### config.mk
export PLATFORM = sky130hd
export DESIGN_NAME = jt51_csr_ring_flat
export DESIGN_NICKNAME = d
export VERILOG_FILES = /design/src/rtl/jt51_csr_ring_if.sv /design/src/rtl/jt51_csr_ring.sv /design/src/flat_wrapper.sv
export SDC_FILE = /design/constraint.sdc
export NUM_CORES = 1
export LEC_CHECK = 0
export ABC_AREA = 1
export ABC_CLOCK_PERIOD_IN_PS = 3500
export CELL_PAD_IN_SITES_DETAIL_PLACEMENT = 0
export CELL_PAD_IN_SITES_GLOBAL_PLACEMENT = 2
export CORE_ASPECT_RATIO = 0.9
export CORE_UTILIZATION = 42
export CTS_CLUSTER_DIAMETER = 60
export DETAILED_ROUTE_END_ITERATION = 16
export GPL_TIMING_DRIVEN = 1
export PLACE_DENSITY = 0.77
export SYNTH_ARGS = -nofsm -noshare
export SYNTH_HDL_FRONTEND = slang
export SYNTH_SLANG_ARGS = --single-unit
### constraint.sdc
create_clock -name clk -period 3.5 [get_ports clk]
set_clock_uncertainty 0.05 [all_clocks]
set_input_delay 0.7 -clock clk [delete_from_list [all_inputs] [get_ports clk]]
set_output_delay 0.7 -clock clk [all_outputs]
set_load 0.05 [all_outputs]
### src/rtl/jt51_csr_ring_if.sv
// jt51_csr_ring_if -- bus bundle between the register-write decoder / host
// and the jt51_csr_ring control-register store.
//
// Signals:
//   cen      ring clock enable (one slot per enabled cycle)
//   din      new field values for the current slot
//   wmask    per-bit select: 1 = take din, 0 = keep stored bit
//   drop     stored value of the current slot
//   slot     index of the current slot
//   busy     high while the reset initialisation sweep runs
//   rd_req   readback request strobe
//   rd_slot  slot to read back
//   rd_ack   one-clk strobe, rd_data / rd_err valid
//   rd_data  captured slot value
//   rd_err   requested slot out of range
//
// Modports: master = decoder/host side, slave = the ring itself.
interface jt51_csr_ring_if #(
  parameter int WIDTH = 31,
  parameter int SW    = 5
);
  logic             cen;
  logic [WIDTH-1:0] din;
  logic [WIDTH-1:0] wmask;
  logic [WIDTH-1:0] drop;
  logic [SW-1:0]    slot;
  logic             busy;
  logic             rd_req;
  logic [SW-1:0]    rd_slot;
  logic             rd_ack;
  logic [WIDTH-1:0] rd_data;
  logic             rd_err;

  modport master (
    output cen, din, wmask, rd_req, rd_slot,
    input  drop, slot, busy, rd_ack, rd_data, rd_err
  );

  modport slave (
    input  cen, din, wmask, rd_req, rd_slot,
    output drop, slot, busy, rd_ack, rd_data, rd_err
  );
endinterface

### src/rtl/jt51_csr_ring.sv
// jt51_csr_ring -- parametrised rotating control-register store for the
// JT51 operator/envelope pipeline.
//
// Behaves like a STAGES-deep shift register with a per-bit feedback mux,
// but keeps the slots in a memory array with a registered read so the
// storage lands in block RAM. After reset an INIT sweep writes RSTVAL into
// every slot (busy=1) before normal merging starts.
//
// Ports:
//   clk   system clock
//   rst   asynchronous reset, active-high
//   bus   jt51_csr_ring_if.slave: cen/din/wmask in, drop/slot/busy out,
//         plus the host readback port rd_req/rd_slot -> rd_ack/rd_data/rd_err
//
// Build option:
//   JT51_CSR_RDBK_EN  when defined, the readback FSM and rd_data register are
//                     built; otherwise rd_ack/rd_err/rd_data are tied to 0.
module jt51_csr_ring #(
  parameter int               WIDTH  = 31,
  parameter int               STAGES = 32,
  parameter int               SW     = 5,
  parameter logic [WIDTH-1:0] RSTVAL = {WIDTH{1'b0}}
) (
  input logic            clk,
  input logic            rst,
  jt51_csr_ring_if.slave bus
);

  typedef enum logic {ST_INIT, ST_RUN} ring_state_t;

  localparam logic [SW-1:0] LAST_SLOT = SW'(STAGES - 1);

  ring_state_t      state_reg, state_next;
  logic [SW-1:0]    slot_reg;
  logic [SW-1:0]    slot_inc;
  logic [WIDTH-1:0] drop_reg;
  logic [WIDTH-1:0] wr_val;

  logic [WIDTH-1:0] mem [STAGES];

  // Slot counter wraps at STAGES, which need not be a power of two.
  assign slot_inc = (slot_reg == LAST_SLOT) ? '0 : slot_reg + 1'b1;

  // Value going back into the current slot. drop_reg always holds the
  // current slot's stored value, so it is the "keep" side of the merge.
  assign wr_val = (state_reg == ST_INIT) ? RSTVAL
                : (bus.din & bus.wmask) | (drop_reg & ~bus.wmask);

  // Ring FSM: INIT sweeps every slot once, then RUN forever.
  always_ff @(posedge clk or posedge rst) begin
    if (rst) state_reg <= ST_INIT;
    else     state_reg <= state_next;
  end

  always_comb begin
    state_next = state_reg;
    case (state_reg)
      ST_INIT: if (bus.cen && slot_reg == LAST_SLOT) state_next = ST_RUN;
      ST_RUN:  state_next = ST_RUN;
    endcase
  end

  // Slot pointer and registered memory read. The read address is one slot
  // ahead, so after the advance drop_reg is the new slot's contents. Since
  // STAGES >= 2 the read and write addresses never collide. During INIT the
  // memory may still hold garbage, so drop is pinned to RSTVAL instead.
  always_ff @(posedge clk or posedge rst) begin
    if (rst) begin
      slot_reg <= '0;
      drop_reg <= RSTVAL;
    end else if (bus.cen) begin
      slot_reg <= slot_inc;
      drop_reg <= (state_reg == ST_INIT) ? RSTVAL : mem[slot_inc];
    end
  end

  // Memory write port; the array itself is never reset.
  always_ff @(posedge clk) begin
    if (bus.cen) mem[slot_reg] <= wr_val;
  end

  assign bus.drop = drop_reg;
  assign bus.slot = slot_reg;
  assign bus.busy = (state_reg == ST_INIT);

`ifdef JT51_CSR_RDBK_EN
  typedef enum logic {RD_IDLE, RD_WAIT} rd_state_t;

  localparam logic [SW:0] STAGES_EXT = (SW+1)'(STAGES);

  rd_state_t        rd_state_reg, rd_state_next;
  logic [SW-1:0]    rd_slot_reg, rd_slot_next;
  logic             rd_ack_reg, rd_ack_next;
  logic             rd_err_reg, rd_err_next;
  logic [WIDTH-1:0] rd_data_reg, rd_data_next;

  always_ff @(posedge clk or posedge rst) begin
    if (rst) begin
      rd_state_reg <= RD_IDLE;
      rd_slot_reg  <= '0;
      rd_ack_reg   <= 1'b0;
      rd_err_reg   <= 1'b0;
      rd_data_reg  <= '0;
    end else begin
      rd_state_reg <= rd_state_next;
      rd_slot_reg  <= rd_slot_next;
      rd_ack_reg   <= rd_ack_next;
      rd_err_reg   <= rd_err_next;
      rd_data_reg  <= rd_data_next;
    end
  end

  // Requests are only looked at in IDLE; anything arriving while a read is
  // pending is dropped. The capture uses wr_val so a same-cycle write to the
  // requested slot is visible in rd_data.
  always_comb begin
    rd_state_next = rd_state_reg;
    rd_slot_next  = rd_slot_reg;
    rd_ack_next   = 1'b0;
    rd_err_next   = rd_err_reg;
    rd_data_next  = rd_data_reg;
    case (rd_state_reg)
      RD_IDLE: begin
        if (bus.rd_req) begin
          if ({1'b0, bus.rd_slot} >= STAGES_EXT) begin
            rd_ack_next  = 1'b1;
            rd_err_next  = 1'b1;
            rd_data_next = '0;
          end else begin
            rd_slot_next  = bus.rd_slot;
            rd_state_next = RD_WAIT;
          end
        end
      end
      RD_WAIT: begin
        if (bus.cen && state_reg == ST_RUN && slot_reg == rd_slot_reg) begin
          rd_ack_next   = 1'b1;
          rd_err_next   = 1'b0;
          rd_data_next  = wr_val;
          rd_state_next = RD_IDLE;
        end
      end
    endcase
  end

  assign bus.rd_ack  = rd_ack_reg;
  assign bus.rd_err  = rd_err_reg;
  assign bus.rd_data = rd_data_reg;
`else
  // Readback port present but inert.
  logic unused_rd;
  assign unused_rd   = ^{bus.rd_req, bus.rd_slot};
  assign bus.rd_ack  = 1'b0;
  assign bus.rd_err  = 1'b0;
  assign bus.rd_data = '0;
`endif

endmodule

### src/flat_wrapper.sv
// flat-port wrapper written by rule: the top's interface ports become plain ports
module jt51_csr_ring_flat 
#(
  parameter int               WIDTH  = 31,
  parameter int               STAGES = 32,
  parameter int               SW     = 5,
  parameter logic [WIDTH-1:0] RSTVAL = {WIDTH{1'b0}}
)
  (clk, rst, bus_cen, bus_din, bus_wmask, bus_rd_req, bus_rd_slot, bus_drop, bus_slot, bus_busy, bus_rd_ack, bus_rd_data, bus_rd_err);
  jt51_csr_ring_if #(.WIDTH(WIDTH), .SW(SW)) bus_i ();
  input logic clk;
  input logic rst;
  input wire logic [$bits(bus_i.cen)-1:0] bus_cen;
  input wire logic [$bits(bus_i.din)-1:0] bus_din;
  input wire logic [$bits(bus_i.wmask)-1:0] bus_wmask;
  input wire logic [$bits(bus_i.rd_req)-1:0] bus_rd_req;
  input wire logic [$bits(bus_i.rd_slot)-1:0] bus_rd_slot;
  output wire logic [$bits(bus_i.drop)-1:0] bus_drop;
  output wire logic [$bits(bus_i.slot)-1:0] bus_slot;
  output wire logic [$bits(bus_i.busy)-1:0] bus_busy;
  output wire logic [$bits(bus_i.rd_ack)-1:0] bus_rd_ack;
  output wire logic [$bits(bus_i.rd_data)-1:0] bus_rd_data;
  output wire logic [$bits(bus_i.rd_err)-1:0] bus_rd_err;
  assign bus_i.cen = bus_cen;
  assign bus_i.din = bus_din;
  assign bus_i.wmask = bus_wmask;
  assign bus_i.rd_req = bus_rd_req;
  assign bus_i.rd_slot = bus_rd_slot;
  assign bus_drop = bus_i.drop;
  assign bus_slot = bus_i.slot;
  assign bus_busy = bus_i.busy;
  assign bus_rd_ack = bus_i.rd_ack;
  assign bus_rd_data = bus_i.rd_data;
  assign bus_rd_err = bus_i.rd_err;
  jt51_csr_ring #(.WIDTH(WIDTH), .STAGES(STAGES), .SW(SW), .RSTVAL(RSTVAL)) u_core (.clk(clk), .rst(rst), .bus(bus_i));
endmodule
=== Word level (Yosys, flattened, before mapping) ===
Memory sizes are Yosys's and may differ from the RTL's.
Index checks and enable logic that the tools add are counted.

* Register bits: 37
* RAM bits: 992
* Input port bits: 71
* Output and inout bits: 70
* Logic and storage cells: 19
* Memories: 1

* Add/sub/neg operators: 1
* Equal/unequal tests: 1
* Multiplexer cells: 7
* Bitwise logic cells: 5
* Reduce and logical (&&, ||, !) cells: 1

{| class="wikitable"
|+ Memory list
! name !! depth !! width !! rd ports !! clocked after Yosys merged registers in !! wr ports !! line !! source
|-
| u_core.mem || 32 || 31 || 1 || 0 || 1 || jt51_csr_ring.sv:39 || <nowiki>logic [WIDTH-1:0] mem [STAGES];</nowiki>
|}

{| class="wikitable"
|+ Operators by type and width
! cell !! count
|-
| $and 31x31->31 || 2
|-
| $mux 31 || 2
|-
| $not 31->31 || 1
|-
| $or 31x31->31 || 1
|-
| $add 5x1->5 const B || 1
|-
| $eq 5x5->1 const B || 1
|-
| $mux 5 || 1
|-
| $mux 1 || 3
|-
| $pmux 1 s2 || 1
|-
| $logic_and 1x1->1 || 1
|-
| $not 1->1 || 1
|}

=== Logic depth before layout (Yosys ltp) ===
* Depth after elaboration: 4
* Gate-level depth with buffers: 16

=== Least setup slack after synthesis ===
Ideal clock, no wire load.

* Path type: register -> register
* From: reg u_core.slot_reg[0] (netlist: u_core.bus.slot[0])
* To: mem u_core.mem[27][0] (enable)
* Data arrival time: 2.506 ns
* Data required time: 3.031 ns
* Setup slack: 0.525 ns
* Stages on the path, launching flop included: 4
* Path buffers: 0
* Period minus slack after synthesis: 2.975 ns
* Cell sequence: dfrtp_1 -> ha_1 -> nand2_1 -> nor2_1

{| class="wikitable"
|+ RTL lines
! what !! line !! source
|-
| start: declaration || jt51_csr_ring.sv:34 || <nowiki>logic [SW-1:0] slot_reg;</nowiki>
|-
| start signal: assignment || jt51_csr_ring.sv:72 || <nowiki>slot_reg <= slot_inc;</nowiki>
|-
| end: declaration || jt51_csr_ring.sv:39 ||
|}

Straight into the memory's write port.

=== Worst setup path after layout ===
* From: reg u_core.slot_reg[0] (netlist: u_core.bus.slot[0])
* To: reg u_core.drop_reg[8] (netlist: u_core.bus.drop[8])

* Longest elaborated chain between the ends: 4
* Elaborated cells on any way between the ends: 5

{| class="wikitable"
|+ RTL lines
! what !! line !! source
|-
| $add 5x1->5 / $eq 5x5->1 (equally long branches) || jt51_csr_ring.sv:42 || <nowiki>assign slot_inc = (slot_reg == LAST_SLOT) ? '0 : slot_reg + 1'b1;</nowiki>
|-
| $mux 5 * || jt51_csr_ring.sv:42 ||
|-
| $mem_v2 32x31 * || n/a ||
|-
| $mux 31 * || jt51_csr_ring.sv:73 || <nowiki>drop_reg <= (state_reg == ST_INIT) ? RSTVAL : mem[slot_inc];</nowiki>
|-
| end signal: assignment || jt51_csr_ring.sv:73 ||
|-
| end: declaration || jt51_csr_ring.sv:36 || <nowiki>logic [WIDTH-1:0] drop_reg;</nowiki>
|}

Every way passes the cells marked *; elsewhere a longest branch is shown, timed or not.
A chain may end at the register's enable or synchronous reset.

==> metrics <==
drt first pass iters=5; final number of hold-violating endpoints=0; first-pass GRT wire length=182 mm; slew margin rel.=0.132; GRT Overall Usage=0.247; final wirelength=125 mm; CTS Root Buffer Type=clkbuf_16; Yosys reg bits=1029; initial antenna violation count=4; Tightest Pin Transition=1300 ps; prevailing post-synth register cell=edfxtp_1; Synth top cells by count=nand2_1, edfxtp_1, nand3_1; status=finished clean; CTS Buf Count=106; post-CTS setup buffer count=0; DRC errors left=0; Core Rows=109; Fin Setup TNS=0 ps; CP Data Required Time=4050 ps; global route total overflow=0; PD cells=803 nW/µm²; max reg flops=992; CORE AREA=98500 µm²; Post-synth ARST share=0.0360; WP data arrival=3820 ps; critical path capture point type=flop; First DRT Iteration DRCs=2851; area leader, netlist=edfxtp_1; Final Setup Violations=0; vias post-DR=28123; Clock transition at path regs=60 ps; share of cells above drive strength 1=0.105; type of the tightest min-delay check=input pin to async pin; largest net degree at the start of global routing=114; CTS sink count=1029; Avg Inst Size Synth=11.8 µm²; post-CTS resize count=0; Buffers on Ports=101; Hold Buf Count CTS=0; f_max=305 MHz; EDFF count, synth=992; H-Tree Depth=3; fin. max-slew vios=0; initial cell density of the core=0.425; Die H=301 µm; vias in the first global route=26986; Die ar.=101000 µm²; CTS tree=built; RSZ-0062 raised after global routing=no; crit start category=flop; GPL Wtd Cong=0.797; most common cell in the netlist=nand2_1; Yosys cell types=22; Tcrit/Tclk final=0.936; minimum clock period after layout=3280 ps; detailed placer's ending HPWL=69.1 mm; sequential-to-total area share from yosys stat=0.734; DR WL/cell=24.4 µm; Cells after Synth=3542; top cell type's share of synthesized area=0.712; CP Max Fanout=47; max cap viols=0; Via density=5.50; Pleak=17.7 nW; post-synthesis cell area=41800 µm²; maximum clock insertion buffer count=3; Top Ports=141; Peak VDD IR=0.000559 V; Hold WS=336 ps; antenna viol nets, final=0; yosys warns=0; Area growth syn-to-layout=17.5%; die span in x=335 µm; worst skew pair latency=690 ps; WS Path Type=flop to flop; top post-synthesis cells by area=edfxtp_1, nand3_1, nand2_1, dfrtp_1, buf_2; fin nets=3766; fillers=8567
through the flow:
stage / cells / utilization / power [mW] / worst slack [ps] / area, µm²
5_1_grt: 5113 / 0.499 / 41.2 / 60.3 / 49100
6_report: 5114 / 0.499 / 39.4 / 223 / 49100
3_5_place_dp: 4914 / 0.463 / 28.3 / 281 / 45600
2_1_floorplan: 3574 / - / 23.2 / 525 / 41900
3_3_place_gp: 4914 / 0.463 / 28.2 / 291 / 45600
4_1_cts: 5113 / 0.499 / 39.7 / 256 / 49100
routing by layer:
layer  track usage  vias up  wire, µm
met3        0.0374      158     10300
met2         0.381     1144     56100
met1         0.366    14078     55700
met4        0.0674        0      2790
met5             0        -         0
li1              -    12743         -
layout by cell type, fill, tap and decap left out, drive strengths merged:
| cell type | synthesis | layout |
|---|---|---|
| clkinv | 1 | 41 |
| nand2 | 1192 | 1192 |
| bufinv | 0 | 11 |
| clkinvlp | 0 | 6 |
| clkdlybuf4s50 | 0 | 101 |
| ha | 5 | 5 |
| a21oi | 32 | 32 |
| o21ai | 36 | 36 |
| buf | 210 | 161 |
| conb | 1 | 33 |
| nand3 | 908 | 908 |
| clkbuf | 44 | 139 |
| diode | 0 | 1 |
| edfxtp | 992 | 992 |
| nor2 | 39 | 39 |
| dfrtp | 37 | 37 |
| inv | 45 | 48 |
cell type report:
type | count | area, µm² | share of cell area
Antenna cell | 1 | 2.50 | 0.0000509
Timing Repair Buffer | 262 | 2900 | 0.0589
Clock buffer | 139 | 2940 | 0.0598
Multi-Input combinational cell | 2245 | 10100 | 0.206
Inverter | 46 | 183 | 0.00372
Sequential cell | 1029 | 30700 | 0.625
Tap cell | 1332 | 1670 | 0.0339
Clock inverter | 60 | 618 | 0.0126
where the power goes:
group	switching, mW	leakage, nW	internal [mW]	total, mW
Combinational	8.93	6.60	3.66	12.6
Clock	4.70	1.73	6.72	11.4
Sequential	0.396	9.35	15.0	15.4
Total	14.0	17.7	25.4	39.4
logic make-up (layout without fill, tap and decap cells):
kind of cell,Yosys count,in the layout,share of synthesized area
AOI/OAI and AO/OA,68,68,0.00814
adders and majority gates,5,5,0.00150
buffers and inverters,300,507,0.0360
DFF,1029,1029,0.734
other,1,34,0.0000897
and+or+nand+nor,2139,2139,0.220
worst max-delay path, stage by stage, from the launching register on:
cell and delay [ps]:
dfrtp_1 460, ha_1 290, nand2_2 90, nor2_1 50
ha_2 190, nor2_4 160, buf_4 190, buf_4 460
nand2_1 100, nand3_1 100, nand3_1 80, nand3_1 150
nand2_1 100, nand2_1 70, nand3_1 420, nand2_1 170
path summary, 6_finish.rpt:
check                      depth (start not counted)                 from  slack, ps             endpoint
max in group asynchronous                          3                  rst       2430  u_core.bus.drop[28]
max                                               15   u_core.bus.slot[0]        220   u_core.bus.drop[8]
min                                                2                  rst        340  u_core.bus.drop[22]
max reg2reg                                       15   u_core.bus.slot[0]        220   u_core.bus.drop[8]
min reg2reg                                        2  u_core.bus.drop[24]        450  u_core.bus.drop[24]
min in group clk                                   2  u_core.bus.drop[24]        450  u_core.bus.drop[24]
Note: power is estimated with default switching activity, not from simulation.
